==> config.mk <==
export PLATFORM = sky130hd
export DESIGN_NAME = error_weight_controller
export DESIGN_NICKNAME = d
export VERILOG_FILES = /design/src/rtl/adpll_pkg.sv /design/src/rtl/abs_accumulator.sv /design/src/rtl/error_weight_controller.sv
export SDC_FILE = /design/constraint.sdc
export NUM_CORES = 1
export LEC_CHECK = 0
export BUFFER_PORTS_ARGS = -buffer_cell sky130_fd_sc_hd__clkbuf_2
export CAP_MARGIN = 40
export CORE_UTILIZATION = 60
export DETAILED_ROUTE_END_ITERATION = 10
export HOLD_SLACK_MARGIN = 0.08
export PLACE_DENSITY = 0.92
export RECOVER_POWER = 50
export SLEW_MARGIN = 10
export SYNTH_ARGS = -nofsm -noshare
export SYNTH_HDL_FRONTEND = slang
export SYNTH_SLANG_ARGS = --single-unit
==> constraint.sdc <==
create_clock -name clk_i -period 4.05 [get_ports clk_i]
set_clock_uncertainty 0.1 [all_clocks]
set_input_delay 0.405 -clock clk_i [delete_from_list [all_inputs] [get_ports clk_i]]
set_output_delay 0.405 -clock clk_i [all_outputs]
set_load 0.1 [all_outputs]
==> src/rtl/adpll_pkg.sv <==
// rtl/adpll_pkg.sv - shared types, widths and helpers for the error weighting controller
package adpll_pkg;

  localparam int ERR_W    = 8;
  localparam int WEIGHT_W = 3;

  typedef enum logic [1:0] {
    ST_ACQUIRE = 2'd0,
    ST_TRACK   = 2'd1,
    ST_LOCKED  = 2'd2
  } state_e;

  // Magnitude as unsigned; -128 maps to 128 since the result is read unsigned.
  function automatic logic [ERR_W-1:0] abs8(input logic [ERR_W-1:0] e);
    return e[ERR_W-1] ? (~e + 8'd1) : e;
  endfunction

  // weight = max(1, 7 - min(7, avg >> 2))
  function automatic logic [WEIGHT_W-1:0] calc_weight(input logic [ERR_W-1:0] avg);
    logic [5:0] q;
    logic [2:0] m;
    q = avg[7:2];
    m = (q > 6'd7) ? 3'd7 : q[2:0];
    return (m == 3'd7) ? 3'd1 : (3'd7 - m);
  endfunction

endpackage

==> src/rtl/abs_accumulator.sv <==
// rtl/abs_accumulator.sv - per-channel |error| accumulator with window-end clear and average
module abs_accumulator
  import adpll_pkg::*;
#(
  parameter int WINDOW_LOG2 = 4
) (
  input  logic             clk_i,
  input  logic             reset_i,
  input  logic             sample_valid_i,
  input  logic             window_end_i,
  input  logic [ERR_W-1:0] error_i,
  output logic [ERR_W-1:0] avg_o
);

  localparam int ACC_W = ERR_W + WINDOW_LOG2;

  logic [ACC_W-1:0] acc_q;
  logic [ACC_W-1:0] sum_d;

  // The average includes the sample being accepted, so it is taken from the sum.
  assign sum_d = acc_q + ACC_W'(abs8(error_i));
  assign avg_o = sum_d[ACC_W-1:WINDOW_LOG2];

  always_ff @(posedge clk_i) begin
    if (reset_i) begin
      acc_q <= '0;
    end else if (sample_valid_i) begin
      acc_q <= window_end_i ? '0 : sum_d;
    end
  end

endmodule

==> src/rtl/error_weight_controller.sv <==
// rtl/error_weight_controller.sv - windowed error weighting with acquire/track/lock state machine
module error_weight_controller
  import adpll_pkg::*;
#(
  parameter int WINDOW_LOG2   = 4,
  parameter int LOCK_THRESH   = 4,
  parameter int LOCK_COUNT    = 32,
  parameter int UNLOCK_THRESH = 16,
  parameter int ACQ_THRESH    = 64
) (
  input  logic                clk_i,
  input  logic                reset_i,
  input  logic                sample_valid_i,
  input  logic [ERR_W-1:0]    error_0_i,
  input  logic [ERR_W-1:0]    error_1_i,
  input  logic [ERR_W-1:0]    error_2_i,
  input  logic [ERR_W-1:0]    error_3_i,
  input  logic [ERR_W-1:0]    error_comb_i,
  output logic [WEIGHT_W-1:0] weight_0_o,
  output logic [WEIGHT_W-1:0] weight_1_o,
  output logic [WEIGHT_W-1:0] weight_2_o,
  output logic [WEIGHT_W-1:0] weight_3_o,
  output logic                lock_o,
  output logic [1:0]          state_o
);

  localparam int LC_W = $clog2(LOCK_COUNT + 1);
  localparam logic [LC_W-1:0]  LOCK_CNT_C   = LC_W'(LOCK_COUNT);
  localparam logic [ERR_W-1:0] LOCK_THR_C   = ERR_W'(LOCK_THRESH);
  localparam logic [ERR_W-1:0] UNLOCK_THR_C = ERR_W'(UNLOCK_THRESH);
  localparam logic [ERR_W-1:0] ACQ_THR_C    = ERR_W'(ACQ_THRESH);

  state_e                  state_q;
  logic                    lock_q;
  logic [WEIGHT_W-1:0]     weight_q [4];
  logic [LC_W-1:0]         lock_cnt_q;
  logic [WINDOW_LOG2-1:0]  win_cnt_q;

  logic [ERR_W-1:0] err_w [4];
  logic [ERR_W-1:0] avg_w [4];
  logic [ERR_W-1:0] abs_comb;
  logic             window_end;
  logic             any_acq;
  logic             comb_ok;
  logic             lock_hit;
  logic             all_lost;

  assign err_w[0] = error_0_i;
  assign err_w[1] = error_1_i;
  assign err_w[2] = error_2_i;
  assign err_w[3] = error_3_i;

  for (genvar g = 0; g < 4; g++) begin : g_acc
    abs_accumulator #(.WINDOW_LOG2(WINDOW_LOG2)) u_acc (
      .clk_i          (clk_i),
      .reset_i        (reset_i),
      .sample_valid_i (sample_valid_i),
      .window_end_i   (window_end),
      .error_i        (err_w[g]),
      .avg_o          (avg_w[g])
    );
  end

  assign window_end = sample_valid_i && (&win_cnt_q);
  assign abs_comb   = abs8(error_comb_i);
  assign comb_ok    = (abs_comb <= LOCK_THR_C);
  assign lock_hit   = comb_ok && (lock_cnt_q == LOCK_CNT_C - 1'b1);
  assign all_lost   = window_end && !any_acq;

  always_comb begin
    any_acq = 1'b0;
    for (int i = 0; i < 4; i++) begin
      if (avg_w[i] < ACQ_THR_C) any_acq = 1'b1;
    end
  end

  always_ff @(posedge clk_i) begin
    if (reset_i) begin
      state_q    <= ST_ACQUIRE;
      lock_q     <= 1'b0;
      lock_cnt_q <= '0;
      win_cnt_q  <= '0;
      for (int i = 0; i < 4; i++) weight_q[i] <= 3'd1;
    end else begin
      if (sample_valid_i) win_cnt_q <= win_cnt_q + 1'b1;
      case (state_q)
        ST_ACQUIRE: begin
          lock_cnt_q <= '0;
          if (sample_valid_i && window_end && any_acq) begin
            state_q <= ST_TRACK;
            for (int i = 0; i < 4; i++) weight_q[i] <= calc_weight(avg_w[i]);
          end
        end
        ST_TRACK: begin
          if (sample_valid_i) begin
            // Lock wins over loss of acquisition on the same edge.
            if (lock_hit) begin
              state_q    <= ST_LOCKED;
              lock_q     <= 1'b1;
              lock_cnt_q <= '0;
            end else if (all_lost) begin
              state_q    <= ST_ACQUIRE;
              lock_cnt_q <= '0;
            end else begin
              lock_cnt_q <= comb_ok ? (lock_cnt_q + 1'b1) : '0;
            end
            if (window_end) begin
              for (int i = 0; i < 4; i++) begin
                weight_q[i] <= (all_lost && !lock_hit) ? 3'd1 : calc_weight(avg_w[i]);
              end
            end
          end
        end
        ST_LOCKED: begin
          lock_cnt_q <= '0;
          if (sample_valid_i && (abs_comb > UNLOCK_THR_C)) begin
            state_q <= ST_TRACK;
            lock_q  <= 1'b0;
          end
        end
        default: begin
          state_q    <= ST_ACQUIRE;
          lock_q     <= 1'b0;
          lock_cnt_q <= '0;
          for (int i = 0; i < 4; i++) weight_q[i] <= 3'd1;
        end
      endcase
    end
  end

  assign weight_0_o = weight_q[0];
  assign weight_1_o = weight_q[1];
  assign weight_2_o = weight_q[2];
  assign weight_3_o = weight_q[3];
  assign lock_o     = lock_q;
  assign state_o    = state_q;

endmodule

==> results of run 1 <==
sequential cells by signal (all words and copies together), names as in the netlist:
register / count
lock_cnt_q: 6
lock_o: 1
g_acc.u_acc.acc_q: 48
state_o: 2
weight_q: 12
win_cnt_q: 4
how the worst min path moves through the flow:
stage / startpoint / endpoint / slack, ps
after floorplan: g_acc[0].u_acc.acc_q[0] / g_acc[0].u_acc.acc_q[0] / 340
after global placement: weight_q[0][0] / weight_q[0][0] / 350
after detailed placement: weight_q[0][0] / weight_q[0][0] / 350
after CTS: weight_q[0][0] / weight_q[0][0] / 360
after global routing: weight_q[0][0] / weight_q[0][0] / 370
final: weight_q[0][0] / weight_q[0][0] / 360
placed cells by master, fill, tap and decap left out, types with 5 or more instances in the layout:
| master | netlist | final |
|---|---|---|
| a21o_1 | 12 | 12 |
| nor2b_1 | 6 | 6 |
| xnor2_1 | 45 | 45 |
| o211ai_1 | 8 | 8 |
| nand2b_1 | 16 | 16 |
| dfxtp_1 | 70 | 70 |
| a211oi_1 | 5 | 5 |
| buf_4 | 0 | 7 |
| and3_1 | 5 | 5 |
| ha_1 | 43 | 43 |
| nor3b_1 | 6 | 6 |
| a22oi_1 | 27 | 27 |
| o2bb2ai_1 | 5 | 5 |
| o21a_1 | 9 | 9 |
| o31ai_1 | 7 | 7 |
| or3_1 | 9 | 9 |
| inv_1 | 34 | 34 |
| xor2_1 | 10 | 10 |
| o21ai_0 | 36 | 36 |
| nor2_1 | 74 | 74 |
| nor3_1 | 21 | 21 |
| nand3_1 | 18 | 18 |
| clkbuf_1 | 19 | 18 |
| nand2_1 | 58 | 58 |
| nand4_1 | 5 | 5 |
| clkbuf_8 | 0 | 9 |
| o2111ai_1 | 5 | 5 |
| a21oi_1 | 54 | 54 |
| clkbuf_2 | 0 | 41 |
per-stage QoR:
stage | setup slack [ps] | area, um^2 | power, uW | util (%)
6_report | 342 | 5960 | 1960 | 68.0
5_1_grt | 204 | 5960 | 2070 | 68.0
4_1_cts | 390 | 5980 | 1960 | 68.2
3_5_place_dp | 45.6 | 5820 | 1460 | 66.4
3_3_place_gp | 199 | 5820 | 1420 | 66.4
2_1_floorplan | 531 | 5450 | 1310 | -
cells by family (layout without fill, tap and decap cells):
group           count (synthesis)  after routing  share of synthesized area, %
compound gates                206            206                          25.3
buf+inv                        59            114                          4.30
flops                          73             73                          27.4
fa+ha+maj                      47             47                          11.4
simple gates                  246            246                          22.4
mux                             2              2                         0.368
xor+xnor                       55             55                          8.85
routing by layer:
metal | vias up | wire length, um | share of wire (%)
met2 | 186 | 6740 | 51
met3 | 32 | 754 | 5.7
met4 | 0 | 223 | 1.7
met5 | - | 0 | 0
met1 | 2504 | 5560 | 42
li1 | 2592 | - | -
final cells by class:
cell class	instances	area, um^2	area share, %
clock inverters	5	33.8	0.567
flip-flops and latches	73	1490	25.0
clock buffers	10	128	2.14
multi-input cells	556	3720	62.4
well taps	108	135	2.27
repair buffers	65	322	5.40
inverters	34	128	2.14
critical path: cells and delay by family:
kind	cells	cell delay, ps
buffers and inverters	1	90
adders and majority gates	1	330
AOI/OAI and AO/OA	5	1610
and+or+nand+nor	4	1320
cell usage after synthesis, drive strengths merged, types with 18 or more instances:
library cell  instances
dfxtp                70
nor3                 21
nor2                 74
a22oi                27
nand3                18
inv                  34
ha                   43
xnor2                45
o21ai                39
nand2                58
a21oi                55
clkbuf               20
where the power goes:
part / total [uW] / internal [uW] / switching, uW
Clock: 507 / 218 / 289
Combinational: 648 / 282 / 366
Sequential: 807 / 772 / 34.4
==> run metrics, run 1 <==
status=finished with violations; violated checks=DRC, capacitance limit, slew limit; Crit path required time=4080 ps; gpl congestion=0.904; CP arrival=3740 ps; M3 GR Usage=6.33%; Finished Layout Cells=~850; RR Startpoint=g_acc[1].u_acc.acc_q[0]; Die X=between 90 and 100 um; Most Frequent Cell on Critical Path=a211oi_1; first-pass iteration count of the detailed router=9; hold crit path type=reg -> reg; CORE AREA=8760 um^2; CP Max Fanout=6; 1st-iter DRT viols=268; DR vias/cell=6.24; All-Layer GR Usage=28.4%; Netlist cell types=72; Total Die Area=9460 um^2; Worst-path clk slew=approximately 80 ps; slowest CP cell=a2111oi_0; clk buf depth=2; # Post-CTS Setup Buffers=0; CP endpoint=state_o[0]; IO buf count=57; initial antenna violation count=0; largest net degree at the start of global routing=57; global route overflow=0; top cell type by total area after synthesis=dfxtp_1; Synth Flop Type=dfxtp_1; Mapped Cells=about 690; HPWL reported at the end of detailed placement=9590 um; pwr/cell area=329 nW/um^2; layout cell share with drive strength beyond 1=10.4%; fin nets=829; total wire length=13,300 um; die height=between 90 and 100 um; Post-synth ARST share=0%; Num CTS Buffers=9; final hold viol count=0; CTS Hold Bufs=0; Final TNS setup=0 ps; critical path launch point=error_1_i[1]; VDD IR-drop max=204 uV; WHS Path Cells=2; Initial Util=62.1%; overall via count from detail_route=5,314; worst slew pin tran=2620 ps; DRT antenna net count=0; RSZ-0062 raised after global routing=false; Pleak=approximately 0.0025 uW; synthesized cell area=5450 um^2; worst relative slew slack=-74.4%; CP Class=in -> reg; reg2reg end=state_o[0]; GRT Max-Usage Layer=met2; final slew viol count=57; area grow syn2layout=9.40%; std cell rows=34; Fillers=approximately 700; CTS tree=yes; htree depth=3; max cap viols=1; Reg2Reg Depth=11; number of global-route vias before repair=approximately 5,200; placed cell count=836; later-pin clock latency in the skew report=360 ps; Worst Setup End Kind=flip-flop; Syn Area/Cell=7.91 um^2; post-synthesis net count=778; CP startpoint kind=input pin; GR Util met2=51.0%; DR WL/cell=15.6 um; #FFs+latches synth=73; Setup-failing EPs final=0; GR Layer Usage met1=around a third; root buffer cell=clkbuf_8; cts repair resizes=0; Final Critical Period=3710 ps; register area share after synthesis=27.4%; Yosys Warn Count=0; fmax=270 MHz; Post-synth EDFFs=3; R2R Setup Slk=roughly 950 ps; WHS=between 300 and 400 ps; critical path, cell by cell=clkbuf_2, or3_1, or4_1, nor3b_1, ha_1, a2111oi_0, a211oi_1, a31oi_1, nand4_2, a211oi_1, a211oi_2; post-synth top area share=25.7%; Sink Count=73; max incr delay on CP=650 ps; Ports=58; # diodes=0; Area contributors post-synth=dfxtp_1, ha_1, xnor2_1, nor2_1, a21oi_1; Final Cycle Share=just over 90%; global-route wire length before repair=~22,000 um; DRC viols=1
Power figures use the tool's default switching activity.
==> run 2: changes to the inputs <==
- SETUP_SLACK_MARGIN: unset -> 0.4
==> run 2 against run 1 <==
Fmax increased by 6.7%. Combinational power hardly changed. The flow still finishes with violations (DRC, capacitance limit, slew limit). Critical endpoint unchanged. Routed wire length fell by 0.14%. Largest cell class unchanged. Setup slack better by 230 ps. Non-clock buffer count did not move.
==> run metrics, run 2 (same netlist as run 1, synthesis figures left out) <==
status=finished with violations; violated checks=DRC, capacitance limit, slew limit; Initial Util=62.1%; Bufs and invs on worst path=1; Worst-path clk slew=roughly 80 ps; Num CTS Buffers=9; DRT antenna net count=0; 1st-iter DRT viols=275; later-pin clock latency in the skew report=360 ps; worst relative slew slack=-75.0%; CP arrival=3500 ps; # Post-CTS Setup Buffers=0; Reg2Reg Depth=11; fmax=288 MHz; Pleak=0.00251 uW; RR Startpoint=g_acc[1].u_acc.acc_q[0]; first-pass iteration count of the detailed router=10; max cap viols=1; VDD IR-drop max=204 uV; Final Critical Period=3470 ps; Final TNS setup=0 ps; CTS tree=yes; # diodes=0; fin nets=829; Largest Register=g_acc.u_acc.acc_q; htree depth=3; CP Class=in -> reg; die height=a little under 100 um; Total Die Area=9460 um^2; gpl congestion=0.904; Sink Count=73; pwr/cell area=329 nW/um^2; WHS Path Cells=2; hold path startpoint=weight_q[0][0]; final slew viol count=57; overall via count from detail_route=approximately 5,300; IO buf count=57; CTS Hold Bufs=0; Worst Setup End Kind=flip-flop; global-route wire length before repair=~22,000 um; area grow syn2layout=9.63%; R2R Setup Slk=940 ps; Die X=between 90 and 100 um; Ports=58; DRC viols=1; layout cell share with drive strength beyond 1=10.6%; total wire length=13,300 um; critical path launch point=error_1_i[1]; critical path, cell by cell=clkbuf_2, or3_1, or4_1, nor3b_1, ha_1, a21oi_1, o21ai_0, o211a_1, xnor2_1, a31oi_1, nand4_2, a211oi_1, a211oi_2; delay-heaviest family, CP=simple AND/OR/NAND/NOR gates; final hold viol count=0; final worst setup slack=576 ps; All-Layer GR Usage=28.4%; HPWL reported at the end of detailed placement=9590 um; global route overflow=0; number of global-route vias before repair=5,218; largest net degree at the start of global routing=57; post-layout util=68.1%; worst slew pin tran=2630 ps; clk buf depth=2; CORE AREA=between 8000 and 9000 um^2; max incr delay on CP=420 ps; hold crit path type=reg -> reg; root buffer cell=clkbuf_8; CP Max Fanout=6; std cell rows=34; Setup-failing EPs final=0; DR vias/cell=approximately 6.3; Largest regs=g_acc.u_acc.acc_q x48, weight_q x12, lock_cnt_q x6; initial antenna violation count=0; reg2reg end=state_o[0]; Final Cycle Share=85.8%; RSZ-0062 raised after global routing=false; most common cell after layout, fill and taps aside=nor2_1; DR WL/cell=15.6 um; max FFs per register=48; WHS Endpoint=weight_q[0][0]; most frequent cells in the layout=nor2_1, dfxtp_1, nand2_1, a21oi_1, xnor2_1; pre-CTS WS=roughly 46 ps; CP startpoint kind=input pin; slowest CP cell=or4_1; Crit path required time=4080 ps
run 2: cell counts in the layout (fill, tap and decap cells not counted):
No cell type changed its count.
run 2: worst register-to-register path, stage by stage, from the launching register on:
cell	delay, ps
dfxtp_1	340
ha_1	200
inv_1	70
fa_1	420
nor2b_1	190
o31ai_1	140
a211oi_1	440
nor3_1	90
a31oi_1	260
nand4_2	240
a211oi_1	320
a211oi_2	60
run 2: worst max path at each step:
stage	end	slack, ps	cells after the start
final	state_o[0]	580	13
after global routing	state_o[0]	420	11
after CTS	weight_q[1][0]	490	12
after detailed placement	weight_q[1][0]	50	12
after global placement	lock_cnt_q[5]	200	12
after floorplan	weight_q[3][0]	530	10
run 2: cell type report:
type | count | area [um^2]
clock buffers | 10 | 128
repair buffers | 65 | 322
inverters | 34 | 128
clock inverters | 5 | 33.8
fillers | 700 | 2790
multi-input cells | 556 | 3730
well taps | 108 | 135
flip-flops and latches | 73 | 1490
run 2: timing repair:
item / in CTS / in global routing
cloned: 0 / 0
endpoints found under the setup margin: 4 / 15
resized for setup: 1 / 2
endpoints found under the hold margin: 0 / 0
run 2: metal layers:
layer	up-vias	global-route usage [%]	share of wire, %
met5	-	0	0
met4	0	10.2	1.5
met3	25	6.33	5.4
met2	179	51.0	51
met1	2524	33.0	42
li1	2593	-	-
run 2: where the power goes:
part	switching, uW	total, uW	internal [uW]	leakage (uW)
Sequential	34.6	807	772	0.000597
Combinational	367	651	284	0.00184
Clock	287	505	218	0.0000747
run 2: through the flow:
| stage | hold slack (ps) | instance area [um^2] | cells | total power [uW] |
|---|---|---|---|---|
| 2_1_floorplan | 345 | 5450 | 688 | 1310 |
| 3_3_place_gp | 348 | 5820 | 836 | 1420 |
| 3_5_place_dp | 347 | 5820 | 836 | 1460 |
| 4_1_cts | 360 | 5980 | 851 | 1960 |
| 5_1_grt | 371 | 5970 | 851 | 2070 |
| 6_report | 361 | 5970 | 851 | 1960 |
